## src/rtl/bist_pkg.sv

```systemverilog
// Shared types, constants and next-state helpers for the BIST stimulus/response block.
// The LFSR and MISR update rules live here so the top and the MISR agree on them.
package bist_pkg;

  typedef enum logic [1:0] {
    ST_IDLE  = 2'd0,
    ST_RUN   = 2'd1,
    ST_DRAIN = 2'd2,
    ST_DONE  = 2'd3
  } state_e;

  localparam int                LFSR_W       = 5;
  localparam logic [LFSR_W-1:0] SEED_DEFAULT = 5'h1F;
  localparam int                SIG_W        = 16;
  localparam logic [SIG_W-1:0]  MISR_POLY    = 16'h1021;
  localparam int                CNT_W        = 16;

  // x^5 + x^3 + 1 Fibonacci LFSR, maximal length (31 states)
  function automatic logic [LFSR_W-1:0] lfsr_next(input logic [LFSR_W-1:0] s);
    return {s[3:0], s[4] ^ s[2]};
  endfunction

  function automatic logic [SIG_W-1:0] misr_next(input logic [SIG_W-1:0] s, input logic din);
    return {s[SIG_W-2:0], 1'b0} ^ (s[SIG_W-1] ? MISR_POLY : '0) ^ {{(SIG_W-1){1'b0}}, din};
  endfunction

endpackage

```

## src/rtl/bist_misr16.sv

```systemverilog
// 16-bit multiple-input signature register; clear has priority over capture.
module bist_misr16
  import bist_pkg::*;
(
  input  logic             clk,
  input  logic             rst,
  input  logic             clear,
  input  logic             en,
  input  logic             din,
  output logic [SIG_W-1:0] sig
);

  logic [SIG_W-1:0] sig_q, sig_d;

  always_comb begin
    sig_d = sig_q;
    if (clear)   sig_d = '0;
    else if (en) sig_d = misr_next(sig_q, din);
  end

  always_ff @(posedge clk or posedge rst) begin
    if (rst) sig_q <= '0;
    else     sig_q <= sig_d;
  end

  assign sig = sig_q;

endmodule

```

## src/rtl/bist_stim_resp.sv

```systemverilog
// BIST controller: drives N LFSR patterns into a DUT and compacts its delayed
// responses into a MISR signature, then reports pass against a golden value.
module bist_stim_resp
  import bist_pkg::*;
#(
  parameter int                LAT    = 2,
  parameter logic [LFSR_W-1:0] SEED   = SEED_DEFAULT,
  parameter int                GOLD_W = SIG_W
) (
  input  logic              I1294_clk,
  input  logic              I1301_rst,
  input  logic              start,
  input  logic [CNT_W-1:0]  pattern_count,
  input  logic [GOLD_W-1:0] golden_sig,
  input  logic              dut_resp,
  output logic [LFSR_W-1:0] stim,
  output logic              busy,
  output logic              done,
  output logic              pass,
  output logic [GOLD_W-1:0] signature
);

  state_e            state_q, state_d;
  logic [CNT_W-1:0]  cnt_q, cnt_d;
  logic [CNT_W-1:0]  n_q, n_d;
  logic [GOLD_W-1:0] golden_q, golden_d;
  logic [LFSR_W-1:0] lfsr_q, lfsr_d;
  logic              pass_q, pass_d;
  logic [LAT-1:0]    vld_q, vld_d;
  logic [LAT:0]      vld_ext;
  logic              start_ok, run, cap_en;
  logic [GOLD_W-1:0] sig, sig_next;

  assign start_ok = start && (state_q == ST_IDLE || state_q == ST_DONE);
  assign run      = (state_q == ST_RUN);
  assign cap_en   = vld_q[LAT-1];
  // pass is decided on the same edge as the final capture, so look one step ahead
  assign sig_next = cap_en ? misr_next(sig, dut_resp) : sig;

  always_comb begin
    state_d  = state_q;
    cnt_d    = cnt_q;
    n_d      = n_q;
    golden_d = golden_q;
    lfsr_d   = lfsr_q;
    pass_d   = pass_q;
    vld_ext  = {vld_q, run};
    vld_d    = vld_ext[LAT-1:0];
    case (state_q)
      ST_IDLE, ST_DONE: begin
        if (start) begin
          n_d      = pattern_count;
          golden_d = golden_sig;
          lfsr_d   = SEED;
          cnt_d    = '0;
          if (pattern_count == '0) begin
            state_d = ST_DONE;
            pass_d  = (golden_sig == '0);
          end else begin
            state_d = ST_RUN;
            pass_d  = 1'b0;
          end
        end
      end
      ST_RUN: begin
        // LFSR stays on the last pattern so stim holds through DRAIN/DONE
        if (cnt_q == n_q - CNT_W'(1)) begin
          state_d = ST_DRAIN;
          cnt_d   = '0;
        end else begin
          cnt_d  = cnt_q + CNT_W'(1);
          lfsr_d = lfsr_next(lfsr_q);
        end
      end
      ST_DRAIN: begin
        if (cnt_q == CNT_W'(LAT - 1)) begin
          state_d = ST_DONE;
          pass_d  = (sig_next == golden_q);
        end else begin
          cnt_d = cnt_q + CNT_W'(1);
        end
      end
      default: state_d = ST_IDLE;
    endcase
  end

  always_ff @(posedge I1294_clk or posedge I1301_rst) begin
    if (I1301_rst) begin
      state_q  <= ST_IDLE;
      cnt_q    <= '0;
      n_q      <= '0;
      golden_q <= '0;
      lfsr_q   <= SEED;
      pass_q   <= 1'b0;
      vld_q    <= '0;
    end else begin
      state_q  <= state_d;
      cnt_q    <= cnt_d;
      n_q      <= n_d;
      golden_q <= golden_d;
      lfsr_q   <= lfsr_d;
      pass_q   <= pass_d;
      vld_q    <= vld_d;
    end
  end

  bist_misr16 u_misr (
    .clk   (I1294_clk),
    .rst   (I1301_rst),
    .clear (start_ok),
    .en    (cap_en),
    .din   (dut_resp),
    .sig   (sig)
  );

  assign stim      = lfsr_q;
  assign busy      = (state_q == ST_RUN) || (state_q == ST_DRAIN);
  assign done      = (state_q == ST_DONE);
  assign pass      = pass_q;
  assign signature = sig;

endmodule

```

## config.mk

```make
export PLATFORM = sky130hd
export DESIGN_NAME = bist_stim_resp
export DESIGN_NICKNAME = d
export VERILOG_FILES = /design/src/rtl/bist_pkg.sv /design/src/rtl/bist_misr16.sv /design/src/rtl/bist_stim_resp.sv
export SDC_FILE = /design/constraint.sdc
export NUM_CORES = 1
export LEC_CHECK = 0
export ABC_AREA = 1
export CORE_ASPECT_RATIO = 0.9
export CORE_UTILIZATION = 56
export CTS_CLUSTER_SIZE = 30
export DETAILED_ROUTE_END_ITERATION = 10
export PLACE_DENSITY = 0.79
export RECOVER_POWER = 50
export SLEW_MARGIN = 20
export SYNTH_ARGS = -nofsm -noshare
export SYNTH_HDL_FRONTEND = slang
export SYNTH_SLANG_ARGS = --single-unit
export TNS_END_PERCENT = 50
```

## constraint.sdc

```tcl
create_clock -name I1294_clk -period 2.59 [get_ports I1294_clk]
set_input_delay 0.518 -clock I1294_clk [delete_from_list [all_inputs] [get_ports I1294_clk]]
set_output_delay 0.518 -clock I1294_clk [all_outputs]
set_load 0.02 [all_outputs]
```

-- Word level (Yosys, flattened, before mapping)
Index checks and enable logic that the tools add are counted.
- register bits after elaboration: 74
- output and inout bits: 24
- logic and storage cells: 57
- eq/ne operators: 11
- bitwise logic cells: 3
- add/sub/neg operators: 2
- mux-type cells: 19
- reductions and logical operators: 14
- operators by type and width (kind ; count):
    $mux W16 ; 5
    $pmux W16 S3 ; 1
    $eq A16 B16 Y1 ; 2
    $logic_not A16 Y1 ; 2
    $add A16 B1 Y16 const B ; 1
    $eq A16 B1 Y1 const B ; 1
    $sub A16 B1 Y16 const B ; 1
    $xor A16 B1 Y16 ; 1
    $xor A16 B16 Y16 ; 1
    $mux W13 ; 1
    $mux W5 ; 2
    $pmux W5 S2 ; 1
    $reduce_and A3 Y1 ; 3
    $mux W2 ; 4
    $ne A2 B2 Y1 const B ; 4
    $pmux W2 S3 ; 1
    $eq A2 B2 Y1 const B ; 2
    $reduce_and A2 Y1 ; 2
    $reduce_bool A2 Y1 ; 2
    $mux W1 ; 3
    $eq A2 B1 Y1 const B ; 1
    $logic_not A2 Y1 ; 1
    $logic_or A1 B1 Y1 ; 2
    $ne A2 B1 Y1 const B ; 1
    other kinds (4) ; 4

-- Depth between registers and ports, before layout
Gate-level depths: netlist (run 1).
- depth after elaboration: 7
- mapped depth: 17
- depth with buffers taken out: 16

-- By module
A second synthesis (run 1) with hierarchy kept.
- cell total of the unflattened synthesis: 666
- area, all modules: 4710.8 µm²
- by module, submodules not included (module ; instances ; cells an instance ; area each (µm²) ; seq. area each (µm²)):
    bist_stim_resp ; 1 ; 590 ; 4038.9 ; 1457.6
    bist_misr16 ; 1 ; 76 ; 671.9 ; 400.4

-- Worst setup path after synthesis (run 1)
No wires, ideal clock.
- path type: flip-flop to flip-flop
- start point: register n_q[0]
- end point: register cnt_q[3]
- data arrival time: 1770 ps
- setup time: 118 ps
- buffers on the path: 1
- cell stages (with the launch flop): 17
- period minus slack after synthesis: 1888 ps
- required time: 2472 ps
- setup slack: 702 ps
- cell sequence: dfrtp_1 > inv_2 > ha_1 > nand2_2 > nor2_4 > nand2_1 > nand2_1 > nand2_1 > nor2_1 > nand2_1 > nor2_2 > nand2_1 > nand2_2 > nand2_4 > buf_6 > nand3_1 > nand2_1
- word-level cells in the longest chain between the ends: 4
- ends and longest elaborated chain (element ; RTL line ; RTL):
    start, declared ; bist_stim_resp.sv:25 ; logic [CNT_W-1:0] n_q, n_d;
    start signal, assigned ; bist_stim_resp.sv:99 ; n_q <= n_d;
    $sub A16 B1 Y16 ; bist_stim_resp.sv:67 ; if (cnt_q == n_q - CNT_W'(1)) begin
    $eq A16 B16 Y1 ; bist_stim_resp.sv:67 ;
    $mux W16 ; bist_stim_resp.sv:67 ;
    $pmux W16 S3 ; bist_stim_resp.sv:49 ; case (state_q)
    end signal, assigned ; bist_stim_resp.sv:98 ; cnt_q <= cnt_d;
    end, declared ; bist_stim_resp.sv:24 ; logic [CNT_W-1:0] cnt_q, cnt_d;
Every way passes these cells.
A chain may end at the register's enable or synchronous reset.

-- Worst setup path after layout (run 1)
- start point: register state_q[0]
- end point: output busy
- word-level cells in the longest chain between the ends: 2
- elaborated cells between the ends (all ways): 3
- classes of those cells: eq/ne (2); reduce/logical (1)
- ends and longest elaborated chain (element ; RTL line ; RTL):
    start, declared ; bist_stim_resp.sv:23 ; state_e state_q, state_d;
    start signal, assigned ; bist_stim_resp.sv:97 ; state_q <= state_d;
    $eq A2 B1 Y1 or $eq A2 B2 Y1 (tied branches) ; bist_stim_resp.sv:117 ; assign busy = (state_q == ST_RUN) || (state_q == ST_DRAIN);
    $logic_or A1 B1 Y1 (*) ; bist_stim_resp.sv:117 ;
    end, declared ; bist_stim_resp.sv:17 ; output logic busy,
Every way passes the cells marked *; elsewhere a longest branch is shown, timed or not.

==> results of run 1 <==
## cell families after synthesis
kind of cell | after synthesis | share of synthesized area (%)
AO/OA/AOI/OAI | 63 | 7.14
XOR/XNOR | 39 | 7.67
adder cells (fa/ha/maj) | 7 | 1.97
buffers and inverters | 121 | 10.6
flip-flops | 74 | 41.7
multiplexers | 1 | 0.225
AND/OR/NAND/NOR | 309 | 30.7
## placed cells by master, fill, tap and decap left out, drive strengths merged, types with 11 or more instances in the layout
| master | count |
|---|---|
| xor2 | 25 |
| nand2 | 176 |
| clkbuf | 11 |
| nor2 | 66 |
| nand3 | 30 |
| dfrtp | 69 |
| clkdlybuf4s50 | 58 |
| inv | 98 |
| nand4 | 19 |
| o21ai | 54 |
| xnor2 | 14 |
## area by class of cell
class                   count  share of cell area, %
repair buffers             63                   11.6
inverters                  99                   6.98
clock buffers              11                   2.47
flip-flops and latches     74                   34.9
multi-input cells         419                   39.8
clock inverters             5                   1.95
well taps                  96                   2.25
## power by group through the flow
stage	registers, mW	logic, mW	clock network, mW
after global placement	2.11	3.02	0
final	2.13	3.14	1.07
after CTS	2.12	3.15	1.08
after floorplan	2.15	2.17	0
after detailed placement	2.14	3.13	0
after global routing	2.18	3.56	1.13
## state kept, by name, summed over array words and instances, names as in the netlist
| signal | count |
|---|---|
| pass | 1 |
| stim | 5 |
| state_q | 2 |
| n_q | 16 |
| golden_q | 16 |
| u_misr.sig | 16 |
| vld_q | 2 |
| cnt_q | 16 |
## worst min-delay path by stage
stage	startpoint	depth (start not counted)	endpoint
finish	vld_q[0]	0	vld_q[1]
global route	vld_q[0]	0	vld_q[1]
CTS	vld_q[0]	0	vld_q[1]
detailed placement	vld_q[0]	0	vld_q[1]
global placement	vld_q[0]	0	vld_q[1]
floorplan	vld_q[0]	0	vld_q[1]
## stage by stage
stage               instances  power (mW)  setup slack [ps]  utilization, %  area [um^2]
floorplan                 614        4.32               199               -         4450
global route              767        6.88               258            69.9         5330
detailed placement        751        5.27               399            67.0         5100
global placement          751        5.13               455            67.0         5100
finish                    767        6.35               383            69.9         5330
CTS                       767        6.36              4.82            70.1         5340
## critical path, stage by stage (launching register included)
cell            delay (ps)
dfrtp_1                440
inv_1                   70
ha_1                   360
inv_1                  200
dlymetal6s2s_1         260
## layer usage
metal / vias up / global-route usage [%] / wire, um
met2: 143 / 43.6 / 4750
met4: 0 / 7.46 / 163
met5: - / 0 / 0
met1: 1844 / 37.4 / 4640
met3: 20 / 6.67 / 654
li1: 1993 / - / -
==> results.md, run 1 <==
- Status: finished, violations left
- Failing checks: max-capacitance violations, max-slew violations
- Share of the synthesized area in the top cell type: between 30% and 40%
- Ys async rst share: 100%
- Crit Path Class: reg -> out
- Worst-skew pair later-pin latency: around 360 ps
- Fin crit period: 2210 ps
- Reg2reg end: pass
- Clock power frac: 16.9%
- Initial Util: between 50% and 60%
- Slew @ Worst Pin: ~1600 ps
- Worst vdd ir: slightly below 0.0006 V
- Reg2reg path depth: 9
- Cells after Synth: around 610
- Main area contributors after synthesis: dfrtp_1 39%, nand2_1 14%, inv_1 8.3%, o21ai_0 5.8%, xor2_1 4.9%
- Leakage: between 2 and 3 nW
- Final Setup Violations: 0
- Largest area contributor in the netlist: dfrtp_1
- Power Density: approximately 1200 nW/um^2
- Die ar.: 8310 um^2
- Nets@finish: 709
- Crit path max fanout: 7
- Synthesized Nets: 657
- Sw frac: 44.9%
- Sink Count: 74
- Post-route ant nets: 0
- Startpoint Class: flip-flop
- Final Cycle Share: 85.2%
- Via-to-Cell Ratio: around 5.2
- Layout fillers: 621
- Setup bufs post-CTS: 0
- TritonCTS buffer count: 9
- Max-slew headroom: -4.38%
- Top_reg_cell synth: dfrtp_1
- Switching power: roughly 2.8 mW
- Hold slack: 363 ps
- Synth Warn #: 0
- RSZ-0062 raised after global routing: no
- Final Hold Fails: 0
- Ratio of cells with drive above 1 in the final layout: 6.11%
- Hold-fix buffers at CTS: 0
- Vias in the first global route: 3790
- Fin Setup TNS: 0 ps
- Drt first pass iters: 5
- Sequential area share after synthesis: about two fifths
- Initial DRC Count: 248
- CTS tree: built
- Total global routing track utilization: a little over a quarter
- HP Class: reg -> reg
- Clock slew at reported path FFs: 80 ps
- Layout area overhead: 19.7%
- Post-synthesis register bit count: 74
- DR vias: 4000
- Cts repair resizes: 0
- Post-Syn Area: ~4500 um^2
- GRT overflow: 0
- Most numerous cell in the Yosys netlist: nand2_1
- P_int: 3.50 mW
- # DRC: 0
- Routed WL: 10200 um
- Max Clock Freq: 0.453 GHz
- Final GP Congestion: 0.915
- Worst Path Required: between 2000 and 2500 ps
- Post-synth top cells: 171 x nand2_1, 98 x inv_1, 69 x dfrtp_1
- Crit path from: state_q[0]
- Worst r2r src: vld_q[1]
- Seq pwr share: 33.6%
- ANT cells: 0
- Multi-input gate area: 2120 um^2
- Worst setup EP type: output pin
- Comb pwr share: 49.5%
- Max Cap Viol: 1
- Post-DP HPWL: 7720 um
- Die height: approximately 87 um
- # H-tree levels: 3
- Post-DR wirelength/cell: 13.3 um
- Initial antenna violation count: 0
- Count of pins over their slew limit: 75
- Root buf cell: clkbuf_8
- R2R Setup Slk: 440 ps
- Cell variety after synth: 35
- Post-synth EDFFs: 0
- Max Buffers Root-to-Sink: 2
- Worst setup path endpoint: busy
- Die W: 96.0 um
- Largest net degree at the start of global routing: 75
- Global-route wire length before repair: 17300 um
- Number of port buffers: 59
- IO Pins: 60
- Register Area: 1860 um^2
- Core ar.: 7620 um^2
- Setup Skew: 13.1 ps
- Core Rows: 30
- Avg Synthesized Cell Area: about 7.3 um^2
- Worst Path Arrival: 1690 ps
No activity file was read; power rests on OpenSTA's default activity.
==> run 2, diff against run 1 <==
--- a/config.mk
+++ b/config.mk
@@ -10,9 +10,10 @@
 export CORE_UTILIZATION = 56
 export CTS_CLUSTER_SIZE = 30
 export DETAILED_ROUTE_END_ITERATION = 10
-export PLACE_DENSITY = 0.79
+export GPL_ROUTABILITY_DRIVEN = 0
+export PLACE_DENSITY = 0.81
 export RECOVER_POWER = 50
-export SLEW_MARGIN = 20
+export SLEW_MARGIN = 40
 export SYNTH_ARGS = -nofsm -noshare
 export SYNTH_HDL_FRONTEND = slang
 export SYNTH_SLANG_ARGS = --single-unit
==> results.md, run 2 (synthesis results as in run 1) <==
- Slew @ Worst Pin: 1610 ps
- Root buf cell: clkbuf_8
- Layout fillers: 624
- Final Hold Fails: 0
- Initial Util: about three fifths
- Final Power: 6.41 mW
- IO Pins: 60
- Largest net degree at the start of global routing: 75
- Crit Path Class: reg -> out
- Crit path max fanout: 7
- Worst Hold Depth: 0
- Worst-skew pair later-pin latency: 360 ps
- DR vias: around 4000
- Core Rows: 30
- Max Buffers Root-to-Sink: 2
- Final Cycle Share: 84.7%
- Post-DP HPWL: 7490 um
- Failing checks: max-capacitance violations, max-slew violations
- Max-slew headroom: -7.04%
- Sink Count: 74
- Power Density: roughly 1200 nW/um^2
- Post-DR wirelength/cell: 13.1 um
- Drt first pass iters: 5
- # H-tree levels: 3
- CTS tree: built
- Layout area overhead: 20.1%
- Most frequent standard cell in the layout excluding fill and tap cells: nand2_1
- ANT cells: 0
- Die height: 86.6 um
- Number of port buffers: between 50 and 60
- RSZ-0062 raised after global routing: no
- Initial DRC Count: 280
- Final Setup Violations: 0
- Via-to-Cell Ratio: between 5 and 6
- Worst Path Arrival: between 1500 and 2000 ps
- GRT overflow: 0
- TritonCTS buffer count: 9
- Max Cap Viol: 1
- Nets@finish: just over 700
- Global-route wire length before repair: 17200 um
- Clock slew at reported path FFs: around 80 ps
- Max Clock Freq: 0.456 GHz
- Reg2reg path depth: 10
- Leakage: 2.73 nW
- Die W: between 90 and 100 um
- Worst setup EP type: output pin
- Commonest cells after routing, fill and taps aside: 171 x nand2_1, 97 x inv_1, 69 x dfrtp_1
- Total global routing track utilization: 27.3%
- Setup Skew: 12.9 ps
- Status: finished, violations left
- Initial antenna violation count: 0
- HP Class: reg -> reg
- Worst vdd ir: between 0.0006 and 0.0007 V
- Core ar.: 7620 um^2
- Vias in the first global route: between 3000 and 4000
- Hold-fix buffers at CTS: 0
- Ratio of cells with drive above 1 in the final layout: 5.97%
- Die ar.: 8310 um^2
- Routed WL: 10100 um
- Hold slack: 355 ps
- Startpoint Class: flip-flop
- # DRC: 0
- Setup bufs post-CTS: 0
- Fin Setup TNS: 0 ps
- Count of pins over their slew limit: 75
- Fin crit period: between 2000 and 2500 ps
- Post-route ant nets: 0
- Worst Path Required: approximately 2100 ps
[run 2: changes by cell type in the layout (fill, tap and decap cells not counted), sizes merged]
cell | previous run | this run
buf | 4 | 3
bufinv | 3 | 4
clkinv | 3 | 2
[run 2: area by class of cell]
| type | instances | area, um^2 | area share [%] |
|---|---|---|---|
| Inverter | 99 | 372 | 6.95 |
| Sequential cell | 74 | 1860 | 34.8 |
| Clock inverter | 5 | 129 | 2.41 |
| Tap cell | 96 | 120 | 2.25 |
| Clock buffer | 11 | 131 | 2.46 |
| Timing Repair Buffer | 62 | 613 | 11.5 |
| Multi-Input combinational cell | 419 | 2120 | 39.7 |
[run 2: power by group]
group	switching (mW)	total [mW]	internal [mW]
combinational	1.92	3.13	1.21
sequential	0.474	2.11	1.63
clock	0.438	1.18	0.740
[run 2: timing repair]
item | in CTS | in global routing
endpoints found under the hold margin | 0 | 0
setup endpoints to repair | 0 | 1
gates resized for setup | 0 | 1
[run 2: final timing paths]
| path | slack [ps] | end | start |
|---|---|---|---|
| worst max-delay path | 400 | busy | state_q[0] |
| worst min-delay path | 360 | vld_q[1] | vld_q[0] |
| worst max register to register | 420 | cnt_q[14] | cnt_q[0] |
| worst min register to register | 360 | vld_q[1] | vld_q[0] |
| max in group asynchronous | 590 | golden_q[12] | I1301_rst |
| min in group asynchronous | 1020 | pass | I1301_rst |
[run 2: metal layers]
metal	wire [um]	GRT usage, %	up-vias
li1	-	-	1997
met1	4730	37.4	1825
met2	4620	43.3	133
met3	503	5.96	18
met4	203	8.68	0
met5	0	0	-
[run 2: worst max-delay path, stage by stage, from the launching register on]
cell	delay, ps
dfrtp_1	420
inv_1	60
ha_1	360
inv_1	210
dlymetal6s2s_1	270
[run 2: metrics by stage]
stage,utilization [%],area (um^2),setup slack [ps],instances
2_1_floorplan,-,4450,199,614
3_3_place_gp,66.9,5100,454,750
3_5_place_dp,66.9,5100,385,750
4_1_cts,70.3,5360,8.08,766
5_1_grt,70.1,5350,208,766
6_report,70.1,5350,395,766
